--- config.mk ---
export PLATFORM = sky130hd
export DESIGN_NAME = mc_ctrl_fsm
export DESIGN_NICKNAME = d
export VERILOG_FILES = /design/src/rtl/mc_ctrl_pkg.sv /design/src/rtl/mc_ctrl_fsm_alu_decoder.sv /design/src/rtl/mc_ctrl_fsm.sv
export SDC_FILE = /design/constraint.sdc
export NUM_CORES = 1
export LEC_CHECK = 0
export ABC_AREA = 1
export BUFFER_PORTS_ARGS = -buffer_cell sky130_fd_sc_hd__buf_2
export CORE_UTILIZATION = 40
export CTS_BUF_LIST = sky130_fd_sc_hd__clkbuf_8
export CTS_CLUSTER_DIAMETER = 100
export DETAILED_ROUTE_END_ITERATION = 8
export GPL_ROUTABILITY_DRIVEN = 0
export HOLD_SLACK_MARGIN = 0.12
export MAX_ROUTING_LAYER = met4
export PLACE_DENSITY = 0.69
export SLEW_MARGIN = 20
export SYNTH_ARGS = -nofsm -noshare
export SYNTH_HDL_FRONTEND = slang
export SYNTH_SLANG_ARGS = --single-unit
--- constraint.sdc ---
create_clock -name clk -period 1.5 [get_ports clk]
set_input_delay 0.375 -clock clk [delete_from_list [all_inputs] [get_ports clk]]
set_output_delay 0.375 -clock clk [all_outputs]
set_load 0.03 [all_outputs]
--- src/rtl/mc_ctrl_pkg.sv ---
// Shared types and encodings for the multicycle main controller.
package mc_ctrl_pkg;

    typedef enum logic [3:0] {
        S_FETCH,
        S_DECODE,
        S_MEMADR,
        S_MEMRD,
        S_MEMWB,
        S_MEMWR,
        S_EXECR,
        S_EXECI,
        S_ALUWB,
        S_BRANCH
    } state_t;

    localparam logic [1:0] OP_DP  = 2'b00;
    localparam logic [1:0] OP_MEM = 2'b01;
    localparam logic [1:0] OP_BR  = 2'b10;

    localparam logic [3:0] CMD_ADD = 4'b0100;
    localparam logic [3:0] CMD_SUB = 4'b0010;
    localparam logic [3:0] CMD_AND = 4'b0000;
    localparam logic [3:0] CMD_ORR = 4'b1100;
    localparam logic [3:0] CMD_CMP = 4'b1010;

    localparam logic [1:0] ALUCTL_ADD = 2'b00;
    localparam logic [1:0] ALUCTL_SUB = 2'b01;
    localparam logic [1:0] ALUCTL_AND = 2'b10;
    localparam logic [1:0] ALUCTL_ORR = 2'b11;

    // Only the arithmetic ops produce meaningful carry/overflow flags.
    function automatic logic is_arith(input logic [1:0] code);
        return (code == ALUCTL_ADD) || (code == ALUCTL_SUB);
    endfunction

endpackage

--- src/rtl/mc_ctrl_fsm_alu_decoder.sv ---
// Combinational ALU decoder: maps the data-processing cmd/S bits to ALU
// operation, flag-write requests and a no-writeback indication.
module alu_decoder
    import mc_ctrl_pkg::*;
#(
    parameter int ALUCTL_W = 2
) (
    input  logic [5:0]          funct,
    input  logic                active,
    output logic [ALUCTL_W-1:0] alu_control,
    output logic [1:0]          flag_w,
    output logic                no_write
);

    logic [1:0] code;
    logic       is_cmp;

    // Decode cmd; no_write stays valid outside the execute states so the
    // writeback state can still use it.
    always_comb begin
        code        = ALUCTL_ADD;
        no_write    = 1'b0;
        is_cmp      = 1'b0;
        alu_control = ALUCTL_W'(ALUCTL_ADD);
        flag_w      = 2'b00;
        case (funct[4:1])
            CMD_ADD: code = ALUCTL_ADD;
            CMD_SUB: code = ALUCTL_SUB;
            CMD_AND: code = ALUCTL_AND;
            CMD_ORR: code = ALUCTL_ORR;
            CMD_CMP: begin
                code     = ALUCTL_SUB;
                no_write = 1'b1;
                is_cmp   = 1'b1;
            end
            default: begin
                code     = ALUCTL_ADD;
                no_write = 1'b1;
            end
        endcase
        if (active) begin
            alu_control = ALUCTL_W'(code);
            if (is_cmp) begin
                flag_w = 2'b11;
            end else begin
                flag_w = {funct[0], funct[0] & is_arith(code)};
            end
        end
    end

endmodule

--- src/rtl/mc_ctrl_fsm.sv ---
// Multicycle main controller. Sequences datapath muxes/enables per
// instruction phase and issues write requests (PCS/RegW/MemW/FlagW) that
// downstream condition logic gates. Stalls on mem_ready in FETCH/MEMRD/MEMWR.
module mc_ctrl_fsm
    import mc_ctrl_pkg::*;
#(
    parameter int ALUCTL_W = 2
) (
    input  logic                clk,
    input  logic                reset,
    input  logic [1:0]          Op,
    input  logic [5:0]          Funct,
    input  logic [3:0]          Rd,
    input  logic                mem_ready,
    output logic                IRWrite,
    output logic                NextPC,
    output logic                AdrSrc,
    output logic                ALUSrcA,
    output logic [1:0]          ALUSrcB,
    output logic [1:0]          ResultSrc,
    output logic [1:0]          ImmSrc,
    output logic [1:0]          RegSrc,
    output logic [ALUCTL_W-1:0] ALUControl,
    output logic                PCS,
    output logic                RegW,
    output logic                MemW,
    output logic [1:0]          FlagW
);

    state_t                state;
    state_t                next_state;
    logic                  fetch_q;
    logic                  memw_q;
    logic                  adrsrc_q;
    logic                  alusrca_q;
    logic [1:0]            alusrcb_q;
    logic [1:0]            resultsrc_q;
    logic [ALUCTL_W-1:0]   aluctl_q;
    logic                  pcs_q;
    logic                  regw_q;
    logic [1:0]            flagw_q;
    logic                  dec_active;
    logic [ALUCTL_W-1:0]   dec_alu;
    logic [1:0]            dec_flagw;
    logic                  dec_nowrite;
    logic                  rd_is_pc;

    assign rd_is_pc   = (Rd == 4'd15);
    assign dec_active = (next_state == S_EXECR) || (next_state == S_EXECI);

    alu_decoder #(
        .ALUCTL_W (ALUCTL_W)
    ) u_alu_decoder (
        .funct       (Funct),
        .active      (dec_active),
        .alu_control (dec_alu),
        .flag_w      (dec_flagw),
        .no_write    (dec_nowrite)
    );

    // Next-state selection, including the mem_ready stalls.
    always_comb begin
        next_state = state;
        case (state)
            S_FETCH:  next_state = mem_ready ? S_DECODE : S_FETCH;
            S_DECODE: begin
                case (Op)
                    OP_MEM:  next_state = S_MEMADR;
                    OP_DP:   next_state = Funct[5] ? S_EXECI : S_EXECR;
                    OP_BR:   next_state = S_BRANCH;
                    default: next_state = S_FETCH;
                endcase
            end
            S_MEMADR: next_state = Funct[0] ? S_MEMRD : S_MEMWR;
            S_MEMRD:  next_state = mem_ready ? S_MEMWB : S_MEMRD;
            S_MEMWR:  next_state = mem_ready ? S_FETCH : S_MEMWR;
            S_MEMWB:  next_state = S_FETCH;
            S_EXECR:  next_state = S_ALUWB;
            S_EXECI:  next_state = S_ALUWB;
            S_ALUWB:  next_state = S_FETCH;
            S_BRANCH: next_state = S_FETCH;
            default:  next_state = S_FETCH;
        endcase
    end

    // State register with outputs registered from the state being entered.
    always_ff @(posedge clk or negedge reset) begin
        if (!reset) begin
            state       <= S_FETCH;
            fetch_q     <= 1'b1;
            memw_q      <= 1'b0;
            adrsrc_q    <= 1'b0;
            alusrca_q   <= 1'b1;
            alusrcb_q   <= 2'b10;
            resultsrc_q <= 2'b10;
            aluctl_q    <= ALUCTL_W'(ALUCTL_ADD);
            pcs_q       <= 1'b0;
            regw_q      <= 1'b0;
            flagw_q     <= 2'b00;
        end else begin
            state       <= next_state;
            fetch_q     <= 1'b0;
            memw_q      <= 1'b0;
            adrsrc_q    <= 1'b0;
            alusrca_q   <= 1'b0;
            alusrcb_q   <= 2'b00;
            resultsrc_q <= 2'b00;
            aluctl_q    <= ALUCTL_W'(ALUCTL_ADD);
            pcs_q       <= 1'b0;
            regw_q      <= 1'b0;
            flagw_q     <= 2'b00;
            case (next_state)
                S_FETCH: begin
                    fetch_q     <= 1'b1;
                    alusrca_q   <= 1'b1;
                    alusrcb_q   <= 2'b10;
                    resultsrc_q <= 2'b10;
                end
                S_DECODE: begin
                    alusrca_q   <= 1'b1;
                    alusrcb_q   <= 2'b10;
                    resultsrc_q <= 2'b10;
                end
                S_MEMADR: begin
                    alusrcb_q <= 2'b01;
                end
                S_MEMRD: begin
                    adrsrc_q <= 1'b1;
                end
                S_MEMWR: begin
                    adrsrc_q <= 1'b1;
                    memw_q   <= 1'b1;
                end
                S_MEMWB: begin
                    resultsrc_q <= 2'b01;
                    regw_q      <= 1'b1;
                    pcs_q       <= rd_is_pc;
                end
                S_EXECR: begin
                    aluctl_q <= dec_alu;
                    flagw_q  <= dec_flagw;
                end
                S_EXECI: begin
                    alusrcb_q <= 2'b01;
                    aluctl_q  <= dec_alu;
                    flagw_q   <= dec_flagw;
                end
                S_ALUWB: begin
                    regw_q <= !dec_nowrite;
                    pcs_q  <= rd_is_pc & !dec_nowrite;
                end
                S_BRANCH: begin
                    alusrcb_q   <= 2'b01;
                    resultsrc_q <= 2'b10;
                    pcs_q       <= 1'b1;
                end
                default: begin
                    fetch_q <= 1'b0;
                end
            endcase
        end
    end

    // Handshake strobes fire only on the completing cycle; fetch strobes
    // are also held off while reset is asserted.
    assign IRWrite    = fetch_q & mem_ready & reset;
    assign NextPC     = fetch_q & mem_ready & reset;
    assign MemW       = memw_q & mem_ready;
    assign AdrSrc     = adrsrc_q;
    assign ALUSrcA    = alusrca_q;
    assign ALUSrcB    = alusrcb_q;
    assign ResultSrc  = resultsrc_q;
    assign ALUControl = aluctl_q;
    assign PCS        = pcs_q;
    assign RegW       = regw_q;
    assign FlagW      = flagw_q;
    assign ImmSrc     = Op;
    assign RegSrc     = {Op == OP_MEM, Op == OP_BR};

endmodule

Word-level counts from Yosys, hierarchy flattened
Index checks and enable logic that the tools add are counted.

Register bits after elaboration: 18. Bits of input ports: 15. Output and inout bits: 19. Word-level logic and storage cells: 76.

Eq/ne operators: 23. Multiplexer cells: 22. Bitwise operators: 5. Reductions and logical operators: 15.

Operators by type and width (number): $eq 4x3->1 const B (8); $pmux 4 s6 (1); $eq 4x2->1 const B (5); $eq 4x4->1 const B (5); $logic_not 4->1 (3); $pmux 4 s3 (1); $mux 2 (5); $reduce_or 2->1 (5); $mux 3 (3); $eq 4x1->1 const B (2); $pmux 2 s2 (2); $mux 1 (7); $pmux 2 s3 (1); $reduce_or 3->1 (2); $and 1x1->1 (5); $eq 2x1->1 const B (2); $logic_not 2->1 (2); $reduce_or 4->1 (1); $pmux 1 s3 (1); $eq 2x2->1 const B (1); $logic_or 1x1->1 (2); $pmux 1 s2 (1).

Depth between registers and ports, before layout
Word-level depth: 9. Gate-level depth with buffers: 7. Mapped depth without buffers: 7.

Cells and area by module
A second synthesis with hierarchy kept.

Cell total of the unflattened synthesis: 118. Area, all modules: 918.4 sq um.

Modules (own cells, without submodules): mc_ctrl_fsm (times used 1, cells each 97, area each 817.0 sq um, sequential area each 455.4 sq um); alu_decoder (times used 1, cells each 21, area each 101.3 sq um, sequential area each 0.0 sq um).

Least setup slack after synthesis
Ideal clock, no wire load.

Path kind: input to register. Start: input Op[1]. End: register alusrcb_q[0] (netlist: ALUSrcB[0]). Setup time: 124 ps. Arrival: 1384 ps. Required time: 1376 ps. Setup slack: -7 ps. Stages on the path: 7. Path buffers: 0. Cells stage by stage: inv_1 nor2_1 nand3_1 nand2_1 inv_2 nand2_4 o21bai_2.

Cells in the longest elaborated chain, start to end: 6. Elaborated cells on any way between the ends: 13. Those cells by class: 6 x eq/ne; 3 x mux; 4 x reduce/logical.

RTL lines: start, declared (RTL line mc_ctrl_fsm.sv:11) `input logic [1:0] Op,`; $eq 2x2->1 (*); net RegSrc[0] (RTL line mc_ctrl_fsm.sv:22) `output logic [1:0] RegSrc,`; $pmux 4 s3 (*) (RTL line mc_ctrl_fsm.sv:67) `case (Op)`; $pmux 4 s6 (*) (RTL line mc_ctrl_fsm.sv:64) `case (state)`; net next_state[3] (RTL line mc_ctrl_fsm.sv:31) `state_t next_state;`; $eq 4x3->1, or another cell as far along (RTL line mc_ctrl_fsm.sv:112) `case (next_state)`; $reduce_or 3->1 (no line) or $reduce_or 2->1 (tied branches); $pmux 2 s2 (*) (RTL line mc_ctrl_fsm.sv:112); end signal, assigned (RTL line mc_ctrl_fsm.sv:116) `alusrcb_q <= 2'b10;`; end signal, assigned (RTL line mc_ctrl_fsm.sv:121) `alusrcb_q <= 2'b10;`; end signal, assigned (RTL line mc_ctrl_fsm.sv:125) `alusrcb_q <= 2'b01;`; end, declared (RTL line mc_ctrl_fsm.sv:36) `logic [1:0] alusrcb_q;`.

Mark *: on every way through the listed nets, which the timed path passes. The rest lies on a longest branch.

Worst setup path after layout
Start: register fetch_q. End: output IRWrite.

Cells in the longest elaborated chain, start to end: 2.

RTL lines: start, declared (RTL line mc_ctrl_fsm.sv:32) `logic fetch_q;`; start signal, assigned (RTL line mc_ctrl_fsm.sv:90) `fetch_q <= 1'b1;`; start signal, assigned (RTL line mc_ctrl_fsm.sv:102) `fetch_q <= 1'b0;`; start signal, assigned (RTL line mc_ctrl_fsm.sv:114) `fetch_q <= 1'b1;`; $and 1x1->1 (2 in a row) (RTL line mc_ctrl_fsm.sv:166) `assign IRWrite = fetch_q & mem_ready & reset;`; end, declared (RTL line mc_ctrl_fsm.sv:15) `output logic IRWrite,`.

No other way between the ends.

==> key figures <==
Critical path
  – Worst Setup End Kind: output pin
  – CP Max Fanout: 2
  – Crit path DAT: ~1.1 ns
  – Worst setup SP type: flop
  – Critical Path RT: roughly 1.1 ns
  – Crit path kind: reg2out

Global routing
  – Tot GR Track Use: 0.1569
  – First-pass GRT wire length: 2656 um
  – Vias in the first global route: ~680
  – Initial antenna violation count: 0
  – Largest net degree at the start of global routing: 19
  – GRT overflow: 0

Finish
  – Ant diodes: 0
  – Nets@finish: approximately 150
  – Layout cells sized above 1: 0.4148
  – Area growth from synthesis to layout: 28.43%
  – Layout fillers: between 150 and 200

Placement
  – PortBufs: 33
  – Place WS: around 0.22 ns
  – Dpl hpwl: around 1200 um

Synth
  – Yosys top cell by area: dfrtp_1
  – Top post-synthesis cells by area: dfrtp_1, dfstp_2, nand2_1
  – Mean post-synth cell area: 8.758 um^2
  – Post-Syn Instances: 99
  – Synth top area share: 0.4040
  – Seq/Total Area, Yosys: 0.5253
  – Seq cells post-synth: 18
  – Cell Area, Synth: between 800 and 900 um^2
  – Mapped Nets: approximately 110
  – Warnings from Yosys: 0
  – Synth unique cells: 21

Timing
  – Worst Hold Slack: 0.4050 ns
  – Worst Skew: 0.005737 ns
  – Max Clock Freq: a little under 700 MHz
  – RSZ-0062 raised after global routing: false
  – Min Tclk post-route: 1.466 ns
  – Fin worst setup slack: 0.03352 ns
  – Final Hold Fails: 0
  – Period utilization: 0.9777
  – Least-Margin Pin Slew: roughly 0.22 ns
  – Setup violators final: 0
  – Slew headroom: 0.8508
  – Max Transition Viols Final: 0

Route
  – Residual DRC: 0
  – Iter 0 DRT Violations: 10
  – DRT Pass-1 Iters: 4
  – Vias: 738
  – Antenna-violating nets left: 0
  – Routed WL per cell: 9.821 um
  – DR vias/cell: around 4.6
  – Drt total wl: approximately 1600 um

Pwr
  – Pwr dens: between 1500 and 2000 mW/mm^2
  – Pleak: 0.6574 nW
  – VDD IR-drop max: around 0.86 mV

Floorplanning
  – DIE AREA: around 0.0024 mm^2
  – Vert. Die Dim: between 40 and 50 um
  – Die Wd: between 40 and 50 um
  – Initial core utilization: 0.4331
  – Core Area: 0.002002 mm^2
  – Io pins: 34
  – Site Rows: 16

Clock network
  – Post-CTS setup buffers: 0
  – Worst-path clk slew: around 0.060 ns
  – Num CTS Buffers: 3
  – Clock latency on the worst-skew pair: approximately 0.26 ns
  – Clock buffer depth: 2
  – CTS tree: built
  – Clock sink count: 18
  – CTS root buffer: clkbuf_8
  – H-tree depth: 1

Status
  – Status: completed

Flow run
  – Maxcap violations: 0

Min path
  – Worst min path class: in2reg
## synthesized netlist by cell type
cell type / n
and2_1: 1
inv_1: 15
nand4_1: 2
nand2_4: 1
nor3_2: 1
nor2_2: 2
o21ai_0: 2
buf_4: 3
nand3_2: 2
nand2_1: 16
o21ai_2: 2
nor2_1: 15
a21oi_2: 1
dfrtp_1: 14
nor2_4: 2
a21oi_1: 2
nand3_1: 10
dfstp_2: 4
and3_1: 1
o21bai_2: 1
inv_2: 2
## layout by cell type (no fill, tap or decap)
cell / instances
a21oi_1: 2
a21oi_2: 1
and2_1: 1
and3_1: 1
buf_2: 31
buf_4: 3
clkbuf_8: 3
dfrtp_1: 14
dfstp_2: 4
dlygate4sd3_1: 1
inv_1: 16
inv_2: 2
nand2_1: 16
nand2_4: 1
nand3_1: 10
nand3_2: 2
nand4_1: 2
nor2_1: 14
nor2_2: 3
nor2_4: 2
nor3_2: 1
o21ai_0: 2
o21ai_2: 2
o21bai_2: 1
## stage by stage
| stage | setup TNS [ns] | cells | utilization | cell area (um^2) | total power (W) |
|---|---|---|---|---|---|
| 2_1_floorplan | 0 | 99 | - | 869.6 | 0.001316 |
| 3_3_place_gp | 0 | 157 | 0.5263 | 1054 | 0.001491 |
| 3_5_place_dp | 0 | 157 | 0.5263 | 1054 | 0.001495 |
| 4_1_cts | -0.0006559 | 162 | 0.5538 | 1109 | 0.001832 |
| 5_1_grt | 0 | 162 | 0.5563 | 1114 | 0.001938 |
| 6_report | 0 | 162 | 0.5563 | 1114 | 0.001818 |
## worst max-delay path, cell delays in order, from the launching register on
cell	delay, ns
dfstp_2	0.51
and3_1	0.17
buf_4	0.16
## cell families after synthesis
logic type	count (synthesis)	synth area share
and+or+nand+nor	53	0.3088
buffers and inverters	20	0.09956
DFF	18	0.5253
AOI/OAI and AO/OA	8	0.06638
## sequential cells by signal, indices dropped and copies added (netlist names)
signal and flops:
ResultSrc 2, fetch_q 1, FlagW 2, PCS 1
ALUSrcB 2, state 4, ALUControl 2, AdrSrc 1
memw_q 1, ALUSrcA 1, RegW 1
## area by class of cell
type	instances	area (um^2)	area share
repair buffers	35	187.7	0.1685
well taps	27	33.78	0.03034
inverters	17	63.81	0.05730
clock inverters	1	3.754	0.003371
flip-flops and latches	18	455.4	0.4090
clock buffers	3	41.29	0.03708
multi-input cells	61	327.8	0.2944
## where the power goes
group	internal [W]	switching [W]
registers	0.000655	0.0000618
clock network	0.000182	0.000150
logic	0.000240	0.000529
## what timing repair did
item / CTS / global route
setup endpoints to repair: 1 / 2
hold buffers: 1 / 0
pin swaps: 0 / 0
cloned: 0 / 0
resized for setup: 0 / 4
endpoints found under the hold margin: 14 / 0
## final timing paths
kind / cells past startpoint / start / end / slack (ns)
max reg2reg: 6 / state[3] / ALUSrcB[0] / 0.21
max: 2 / fetch_q / IRWrite / 0.03
min reg2reg: 3 / state[0] / memw_q / 0.63
min: 3 / Funct[0] / FlagW[1] / 0.40
min in group asynchronous: 3 / reset / memw_q / 0.62
max in group asynchronous: 3 / reset / ALUSrcA / 0.63
## routing by layer
metal | part of all wire | wire, um | global-route usage
met1 | 0.46 | 726 | 0.1829
met4 | 0.026 | 41 | 0.1176
met3 | 0.051 | 81 | 0.02830
met2 | 0.47 | 742 | 0.2418
met5 | 0 | 0 | -
Power figures use the tool's default switching activity.
